## config.mk

```make
export PLATFORM = sky130hd
export DESIGN_NAME = smvm_stream_tx
export DESIGN_NICKNAME = d
export VERILOG_FILES = /design/src/rtl/smvm_stream_tx.sv
export SDC_FILE = /design/constraint.sdc
export NUM_CORES = 2
export LEC_CHECK = 0
export CORE_MARGIN = 3
export CORE_UTILIZATION = 40
export CTS_BUF_LIST = sky130_fd_sc_hd__clkbuf_4 sky130_fd_sc_hd__clkbuf_8
export DETAILED_ROUTE_END_ITERATION = 8
export GPL_ROUTABILITY_DRIVEN = 0
export PLACE_DENSITY = 0.56
export SYNTH_ARGS = -nofsm -noshare
export SYNTH_HDL_FRONTEND = slang
export SYNTH_SLANG_ARGS = --single-unit
```

## constraint.sdc

```tcl
create_clock -name clk -period 2.9 [get_ports clk]
set_input_delay 0.435 -clock clk [delete_from_list [all_inputs] [get_ports clk]]
set_output_delay 0.435 -clock clk [all_outputs]
set_load 0.1 [all_outputs]
```

## src/rtl/smvm_stream_tx.sv

```systemverilog
// smvm_stream_tx: buffers one SMVM job (header, dense vector, nonzero entries) and then
// replays it as a single gap-free stream on the val/col/ipv lanes for the SMVM core.
//
// Handshake rule for both input channels (vec_*, nz_*): a transfer happens on the rising
// clk edge where valid and ready are both 1. The ready signals depend only on registered
// state. The sender may hold valid low between transfers.
//
// The stream lanes, done and the state register are updated on the same edge. For that
// reason state_q always names the stream word currently visible on the lanes.
module smvm_stream_tx #(
  parameter int DATA_W   = 8,
  parameter int COL_W    = 3,
  parameter int MAX_COLS = 128,
  parameter int NZ_DEPTH = 32
) (
  input  logic              clk,
  input  logic              rst_n,
  input  logic              start,
  input  logic [DATA_W-1:0] rows_in,
  input  logic [DATA_W-1:0] cols_in,
  input  logic              vec_valid,
  input  logic [DATA_W-1:0] vec_data,
  output logic              vec_ready,
  input  logic              nz_valid,
  input  logic [DATA_W-1:0] nz_val,
  input  logic [COL_W-1:0]  nz_col,
  input  logic              nz_ipv,
  input  logic              nz_last,
  output logic              nz_ready,
  output logic [DATA_W-1:0] val_out,
  output logic [COL_W-1:0]  col_out,
  output logic              ipv_out,
  output logic              busy,
  output logic              done,
  output logic              err_zero,
  output logic              err_ovf,
  output logic [2:0]        dbg_state
);

  localparam int VA_W = (MAX_COLS > 1) ? $clog2(MAX_COLS) : 1;
  localparam int NA_W = (NZ_DEPTH > 1) ? $clog2(NZ_DEPTH) : 1;
  localparam int NC_W = $clog2(NZ_DEPTH + 1);

  typedef enum logic [2:0] {
    S_IDLE, S_LOAD, S_TX_ROWS, S_TX_COLS, S_TX_VEC, S_TX_VAL, S_TX_IDX, S_TX_END
  } state_e;

  state_e            state_q;
  logic [DATA_W-1:0] rows_q, cols_q, vec_cnt_q, tx_idx_q;
  logic [NC_W-1:0]   nz_cnt_q, rd_q;
  logic              load_done_q;
  logic [DATA_W-1:0] val_q;
  logic [COL_W-1:0]  col_q;
  logic              ipv_q, done_q, err_zero_q, err_ovf_q;

  logic [DATA_W-1:0] vec_mem [MAX_COLS];
  logic [DATA_W-1:0] nzv_mem [NZ_DEPTH];
  logic [COL_W-1:0]  nzc_mem [NZ_DEPTH];
  logic              nzi_mem [NZ_DEPTH];

  logic start_ok, vec_fire, nz_fire, nz_keep, have_entry;

  assign start_ok   = start && (rows_in != '0) && (cols_in != '0) && (int'(cols_in) <= MAX_COLS);
  assign vec_ready  = (state_q == S_LOAD) && (vec_cnt_q != cols_q);
  assign nz_ready   = (state_q == S_LOAD) && !load_done_q && (int'(nz_cnt_q) < NZ_DEPTH);
  assign vec_fire   = vec_valid && vec_ready;
  assign nz_fire    = nz_valid && nz_ready;
  assign nz_keep    = nz_fire && (nz_val != '0);
  assign have_entry = (rd_q != nz_cnt_q);

  assign val_out   = val_q;
  assign col_out   = col_q;
  assign ipv_out   = ipv_q;
  assign done      = done_q;
  assign busy      = (state_q != S_IDLE);
  assign err_zero  = err_zero_q;
  assign err_ovf   = err_ovf_q;
  assign dbg_state = state_q;

  // Job storage: vector elements and non-zero entries, written during LOAD only.
  always_ff @(posedge clk) begin
    if (vec_fire) vec_mem[vec_cnt_q[VA_W-1:0]] <= vec_data;
    if (nz_keep) begin
      nzv_mem[nz_cnt_q[NA_W-1:0]] <= nz_val;
      nzc_mem[nz_cnt_q[NA_W-1:0]] <= nz_col;
      nzi_mem[nz_cnt_q[NA_W-1:0]] <= nz_ipv;
    end
  end

  // Job FSM: load bookkeeping, then one stream word per cycle on the registered lanes.
  always_ff @(posedge clk or negedge rst_n) begin
    if (!rst_n) begin
      state_q     <= S_IDLE;
      rows_q      <= '0;
      cols_q      <= '0;
      vec_cnt_q   <= '0;
      tx_idx_q    <= '0;
      nz_cnt_q    <= '0;
      rd_q        <= '0;
      load_done_q <= 1'b0;
      val_q       <= '0;
      col_q       <= '0;
      ipv_q       <= 1'b0;
      done_q      <= 1'b0;
      err_zero_q  <= 1'b0;
      err_ovf_q   <= 1'b0;
    end else begin
      val_q  <= '0;
      col_q  <= '0;
      ipv_q  <= 1'b0;
      done_q <= 1'b0;
      case (state_q)
        S_IDLE: begin
          if (start_ok) begin
            rows_q      <= rows_in;
            cols_q      <= cols_in;
            vec_cnt_q   <= '0;
            nz_cnt_q    <= '0;
            rd_q        <= '0;
            load_done_q <= 1'b0;
            err_zero_q  <= 1'b0;
            err_ovf_q   <= 1'b0;
            state_q     <= S_LOAD;
          end
        end
        S_LOAD: begin
          if (vec_fire) vec_cnt_q <= vec_cnt_q + 1'b1;
          if (nz_fire) begin
            if (nz_val == '0) err_zero_q <= 1'b1;
            else              nz_cnt_q   <= nz_cnt_q + 1'b1;
            // A zero entry still carries a valid last flag; a full FIFO without last ends the load.
            if (nz_last) begin
              load_done_q <= 1'b1;
            end else if (nz_keep && (nz_cnt_q == NC_W'(NZ_DEPTH - 1))) begin
              err_ovf_q   <= 1'b1;
              load_done_q <= 1'b1;
            end
          end
          if ((vec_cnt_q == cols_q) && load_done_q) begin
            state_q <= S_TX_ROWS;
            val_q   <= rows_q;
          end
        end
        S_TX_ROWS: begin
          state_q <= S_TX_COLS;
          val_q   <= cols_q;
        end
        S_TX_COLS: begin
          state_q  <= S_TX_VEC;
          val_q    <= vec_mem[0];
          tx_idx_q <= {{(DATA_W-1){1'b0}}, 1'b1};
        end
        S_TX_VEC, S_TX_IDX: begin
          if ((state_q == S_TX_VEC) && (tx_idx_q != cols_q)) begin
            val_q    <= vec_mem[tx_idx_q[VA_W-1:0]];
            tx_idx_q <= tx_idx_q + 1'b1;
          end else if (have_entry) begin
            state_q <= S_TX_VAL;
            val_q   <= nzv_mem[rd_q[NA_W-1:0]];
            ipv_q   <= nzi_mem[rd_q[NA_W-1:0]];
          end else begin
            state_q <= S_TX_END;
            done_q  <= 1'b1;
          end
        end
        S_TX_VAL: begin
          state_q <= S_TX_IDX;
          col_q   <= nzc_mem[rd_q[NA_W-1:0]];
          rd_q    <= rd_q + 1'b1;
        end
        S_TX_END: begin
          state_q <= S_IDLE;
        end
        default: state_q <= S_IDLE;
      endcase
    end
  end

endmodule

```

[Yosys cells after proc, flatten, opt, wreduce, memory -nomap -nowiden]
Memory sizes are Yosys's and may differ from the RTL's.
Cells that the tools add are included.
Cells by class
  $add $sub $neg: 4
  $mul: 0
  div/mod/pow operators: 0
  order comparisons: 2
  eq/ne operators: 23
  shift operators: 0
  muxes and demuxes: 41
  bitwise logic cells: 0
  reductions and logical operators: 32
Operators by type and width (number)
  8-bit two-way mux: 6
  8-bit case mux with 2 select lines: 2
  8-bit case mux with 4 select lines: 1
  6-bit case mux with 2 select lines: 2
  8-bit nonzero test: 3
  3-bit case mux with 7 select lines: 1
  1-bit two-way mux: 18
  6-bit two-way mux: 3
  8-bit by 1-bit adder with 8-bit output, second input constant: 2
  8-bit != test: 2
  2-bit != test, second input constant: 7
  6-bit by 1-bit adder with 6-bit output, second input constant: 2
  3-bit == test, second input constant: 4
  1-bit logical AND: 12
  3-bit two-way mux: 4
  4-bit AND reduction: 3
  8-bit == test: 1
  8-bit less-or-equal comparator, second input constant: 1
  8-bit zero test: 1
  3-bit by 2-bit == test with 1-bit output, second input constant: 2
  6-bit by 5-bit == test with 1-bit output, second input constant: 1
  6-bit < comparator, second input constant: 1
  2-bit by 1-bit != test with 1-bit output, second input constant: 3
  6-bit != test: 1
  other kinds (12): 19
Word-level totals
  flip-flop bits (word level): 63
  bits in latches: 0
  RAM bits: 1408
  ROM bits: 0
  bits of input ports: 42
  output and inout bits: 21
  word-level logic and storage cells: 120
  memories: 4
Memory list
  vec_mem: depth 128, bits a word 8, rd ports 2, clocked after Yosys merged registers in 0, wr ports 1, line 56  | logic [DATA_W-1:0] vec_mem [MAX_COLS];
  nzv_mem: depth 32, bits a word 8, rd ports 1, clocked after Yosys merged registers in 0, wr ports 1, line 57  | logic [DATA_W-1:0] nzv_mem [NZ_DEPTH];
  nzc_mem: depth 32, bits a word 3, rd ports 1, clocked after Yosys merged registers in 0, wr ports 1, line 58  | logic [COL_W-1:0] nzc_mem [NZ_DEPTH];
  nzi_mem: depth 32, bits a word 1, rd ports 1, clocked after Yosys merged registers in 0, wr ports 1, line 59  | logic nzi_mem [NZ_DEPTH];

[Longest topological paths before layout]
  depth after elaboration: 10
  depth in mapped cells: 11
  gate-level depth less buffers: 6

[Worst setup path before layout]
No wires, ideal clock.
  path kind: register to output
  start: register state_q[0] (netlist: dbg_state[0])
  end: output port vec_ready
  arrival time: 3.129 ns
  data required time: 2.465 ns
  path slack: -0.664 ns
  stages on the path, launching flop included: 4
  path buffers: 1
  cells stage by stage: dfrtp_1 -> buf_2 -> or3b_1 -> a21oi_1
On the way
  cells in the longest elaborated chain, start to end: 2
RTL lines
  from (decl): line 48  | state_e state_q;
  from (signal assigned): line 93  | state_q <= S_IDLE;
  from (signal assigned): line 123  | state_q <= S_LOAD;
  from (signal assigned): line 140  | state_q <= S_TX_ROWS;
  3-bit by 1-bit == test with 1-bit output: line 64  | assign vec_ready = (state_q == S_LOAD) && (vec_cnt_q != cols_q);
  1-bit logical AND: line 64
  to (decl): line 23  | output logic vec_ready,
Every way passes these cells.

[Worst setup path in the final report]
  start: register tx_idx_q[0]
  end: register val_q[7] (netlist: val_out[7])
On the way
  cells in the longest elaborated chain, start to end: 4
  elaborated cells between the ends (all ways): 5
  those cells by class: eq/ne (1); mux (2); reduce/logical (1); memory (1)
RTL lines
  from (decl): line 49  | logic [DATA_W-1:0] rows_q, cols_q, vec_cnt_q, tx_idx_q;
  from (signal assigned): line 151  | tx_idx_q <= {{(DATA_W-1){1'b0}}, 1'b1};
  from (signal assigned): line 156  | tx_idx_q <= tx_idx_q + 1'b1;
  parallel branches: the longest is 2 deep, another holds memory read 128 x 8 bit
  8-bit two-way mux *: line 154  | if ((state_q == S_TX_VEC) && (tx_idx_q != cols_q)) begin
  8-bit case mux with 4 select lines *: line 112  | case (state_q)
  to (signal assigned): line 150  | val_q <= vec_mem[0];
  to (signal assigned): line 155  | val_q <= vec_mem[tx_idx_q[VA_W-1:0]];
  to (signal assigned): line 159  | val_q <= nzv_mem[rd_q[NA_W-1:0]];
  to (decl): line 52  | logic [DATA_W-1:0] val_q;
Mark *: on every way between the ends.
A chain may end at the register's enable or synchronous reset.

==> reports/qor.yml <==
status:
  outcome: "finished, violations left"
  violations: "negative setup slack"
setup_path:
  critical_path_required_ps: 3730
  cp-endpoint: "val_out[7]"
  critical_path_class: "reg -> reg"
  critPathBufInv: 3
  crit_path_max_incr_delay_ps: 540
  cp.depth: 9
  crit_start: "tx_idx_q[0]"
  critPathTopFamily: "multiplexers"
  r2r-end: "val_out[7]"
  cp-start-kind: "register"
  r2r_start: "tx_idx_q[0]"
  critPathMostFrequentCell: "buf_12"
  crit_fanout: 8
  r2r_setup_slack_ps: -90
  ff2ff_path_depth: 9
  cp.arrival_ps: 3820
  endpoint_kind: "register"
  cp_slowest_cell: "a211oi_4"
  crit_chain: "buf_12 -> buf_16 -> buf_12 -> mux4_2 -> mux2_4 -> nand2_2 -> nand4_1 -> a211oi_4 -> o211ai_1"
run:
  cap_violations: 0
synth:
  yosys.area_share.simple: 0.0331
  synth_xor_area_frac: 0.00575
  synthFlopType: "edfxtp_1"
  yosys_warnings: 0
  synth_top_family_by_area: "multiplexers"
  ys_ff_latch: 1471
  yosysTopAreaCellShare: 0.730
  yosys.area_share.adder: 0.00151
  async_flop_share: 0.0428
  ys_seq_area_frac: 0.757
  synth_top_area_cell: "edfxtp_1"
  syn_nets: 3007
  synth_area_leaders: "edfxtp_1 (73%), mux4_2 (9.8%), mux2i_1 (3.2%)"
  muxShareOfSynthArea: 0.142
  synth.distinct_cells: 64
  synth_edf_count: 1408
  syn_area_um2: 57900
  synth_compound_area_frac: 0.0435
  synth_cells: 2958
  syn_avg_cell_area_um2: 19.6
routing:
  met1_length_um: 64800
  drt_iter0_drc: 3298
  routedWlPerCell_um: 27.4
  dr_wl_met3_um: 14200
  routed_wl_um: 154000
  drc: 0
  routed.top_layer: "met5"
  drtAntennaViolNets: 0
  vias: 31583
  routed_via_density: 5.62
  first_pass_iters: 8
  wl_met2_um: 71900
die:
  num_rows: 139
  dieArea_um2: 149000
  boundaryPins: 63
  core-area_um2: 144000
  initial_core_util: 0.403
  die_h_um: 387
  fp.dieW_um: 387
global_routing:
  antenna_found_initial: 8
  grt_pass1_vias: 32017
  grt_max_degree: 89
  overflow: 0
  gr-usage-all-layers: 0.204
  grt_pass1_wl_um: 223000
power:
  power_w: 0.0584
  power.leakage_nw: 22.8
  peakVddDrop_uv: 496
  comb_power_share: 0.295
  netSwitchingPower_w: 0.0184
  p_sw_frac: 0.315
  pwr_density_cell_nw_per_um2: 846
  p_clk_frac: 0.290
  intPower_w: 0.0400
  seqPwrFrac: 0.414
timing:
  tns_ps: -138
  layout_setup_ws_ps: -93.7
  setup_violations: 2
  rsz0062_at_grt: "yes"
  fmax_mhz: 334
  period_minus_slack_ps: 2990
  hold_viol: 0
  worstMarginPinSlew_ps: 953
  final.setup_skew_ps: 70.1
  drv_slew: 0
  timing.hold.ws_ps: 94.9
  maxSlewHeadroom: 0.365
  fin_crit_sh: 1.03
final_layout:
  syn2layout_area_growth_pct: 19.0
  fin_nets: 3569
  nFillCells: 11899
  layoutNonFillerInstCount: 5618
  utilization: 0.480
  drive_gt1_frac: 0.325
clock_tree:
  clkTransAtPathRegs_ps: 60
  ctsLongestPathBuffers: 3
  cts_tree: "done"
  cts-root-buf: "clkbuf_8"
  cts.sink_count: 1471
  clock_latency_ps: 970
  numCtsBuffers: 226
  htree_levels: 4
place:
  numPortBuffers: 62
  dpl.cell_count: 5171
  hpwl_um: 99700
hold_path:
  worst_hold_path_type: "in -> reg"
-- worst reg2reg max path: stages, from the launching register on --
cell      delay, ps
dfrtp_4         440
buf_12          150
buf_16          170
buf_12          170
mux4_2          540
mux2_4          300
nand2_2          70
nand4_1         340
a211oi_4        540
o211ai_1        150
-- registers in the layout (all words and copies together), names as in the netlist, 3 cells and up --
name	cells
col_out	3
cols_q	8
dbg_state	3
nz_cnt_q	6
nzc_mem	96
nzi_mem	32
nzv_mem	256
rd_q	6
rows_q	8
tx_idx_q	8
val_out	8
vec_cnt_q	8
vec_mem	1024
-- synthesized netlist by cell type, types with 4 or more instances --
cell and count:
edfxtp_1 1408, mux4_2 253, nor2_1 212, mux2i_1 188
clkbuf_1 88, nand2_1 76, dfrtp_1 63, a22oi_1 61
a21oi_1 58, a221oi_1 50, o21ai_0 50, buf_2 48
nand3_1 45, o221ai_1 34, xnor2_1 29, a211oi_1 21
mux2_2 20, nor3_1 18, nand4_1 17, o211ai_1 17
mux4_1 16, buf_4 12, buf_6 12, nand3b_1 12
buf_1 11, o22ai_1 11, inv_1 10, xor2_1 9
a222oi_1 8, ha_1 7, nor2b_1 7, a22o_1 6
o31ai_1 6, o311ai_0 5, or3_1 5, or3b_2 5
a31oi_1 4, and3_1 4, and4_1 4, buf_8 4
-- power by group through the flow --
stage               Clock (W)  Sequential [W]  Combinational, W
finish                 0.0170          0.0242            0.0172
CTS                    0.0173          0.0241            0.0168
floorplan                   0          0.0249           0.00972
detailed placement          0          0.0246            0.0166
global placement            0          0.0246            0.0164
global route           0.0183          0.0242            0.0181
-- repair_timing --
| action | in CTS | in global routing |
|---|---|---|
| pin swaps | 5 | 8 |
| endpoints found under the setup margin | 8 | 30 |
| buffers inserted | 5 | 10 |
| hold buffers | 6 | 0 |
| hold endpoints to repair | 204 | 0 |
| resized for setup | 23 | 41 |
| cloned | 0 | 3 |
-- metrics by stage --
step,setup WS [ps],area (um^2)
2_1_floorplan,-5.84,58000
3_3_place_gp,-571,63900
3_5_place_dp,-529,63900
4_1_cts,1.84,68600
5_1_grt,-80.5,68900
6_report,-93.7,68900
-- cell usage in the layout, fill, tap and decap left out, types with 6 or more instances in the layout --
master | netlist | layout
edfxtp_1 | 1408 | 1408
buf_4 | 12 | 408
mux4_2 | 253 | 254
clkbuf_8 | 0 | 238
mux2i_1 | 188 | 186
nor2_1 | 212 | 178
clkbuf_4 | 0 | 79
nand2_1 | 76 | 73
a22oi_1 | 61 | 58
a21oi_1 | 58 | 55
dfrtp_1 | 63 | 55
buf_12 | 2 | 54
clkinv_1 | 2 | 52
a221oi_1 | 50 | 47
o21ai_0 | 50 | 43
nand3_1 | 45 | 42
clkinv_2 | 0 | 36
nor2_2 | 0 | 33
o221ai_1 | 34 | 32
clkdlybuf4s50_1 | 0 | 32
xnor2_1 | 29 | 29
nor3_1 | 18 | 18
nand4_1 | 17 | 17
mux2_2 | 20 | 17
o211ai_1 | 17 | 17
mux4_1 | 16 | 15
a211oi_1 | 21 | 15
nand3b_1 | 12 | 12
o22ai_1 | 11 | 11
inv_1 | 10 | 10
xor2_1 | 9 | 9
a222oi_1 | 8 | 8
o21ai_1 | 1 | 7
ha_1 | 7 | 7
a22o_1 | 6 | 6
dlygate4sd3_1 | 0 | 6
-- cell type report --
class	instances	area (um^2)	share of cell area
clock inverter	102	626	0.00907
clock buffer	317	3870	0.0561
timing repair buffer	511	4760	0.0690
tap	1903	2380	0.0345
antenna	4	10.0	0.000145
sequential	1471	43900	0.636
multi-input combinational	1298	13400	0.194
inverter	12	45.0	0.000653
-- routing by layer --
| metal | up-vias | global-route usage |
|---|---|---|
| li1 | 13376 | - |
| met1 | 16607 | 0.284 |
| met2 | 1361 | 0.314 |
| met3 | 237 | 0.0627 |
| met4 | 2 | 0.0526 |
| met5 | - | 0 |
-- kinds of logic (layout without fill, tap and decap cells) --
family	count (synthesis)	after routing
and+or+nand+nor	426	426
DFF	1471	1471
muxes	477	477
adders and majority gates	7	7
xor gates and xnor gates	38	38
other	0	4
AOI/OAI and AO/OA	350	350
buffers and inverters	189	942
-- worst min path at each step --
stage | from | end | slack (ps) | cells after the start
3_3_place_gp | err_ovf | err_ovf | 480 | 2
2_1_floorplan | rst_n | col_out[0] | 140 | 0
3_5_place_dp | rd_q[5] | rd_q[5] | 500 | 1
4_1_cts | rows_in[4] | rows_q[4] | 1 | 3
5_1_grt | rows_in[2] | rows_q[2] | 50 | 2
6_report | rows_in[4] | rows_q[4] | 90 | 3
Note: power is estimated with default switching activity, not from simulation.
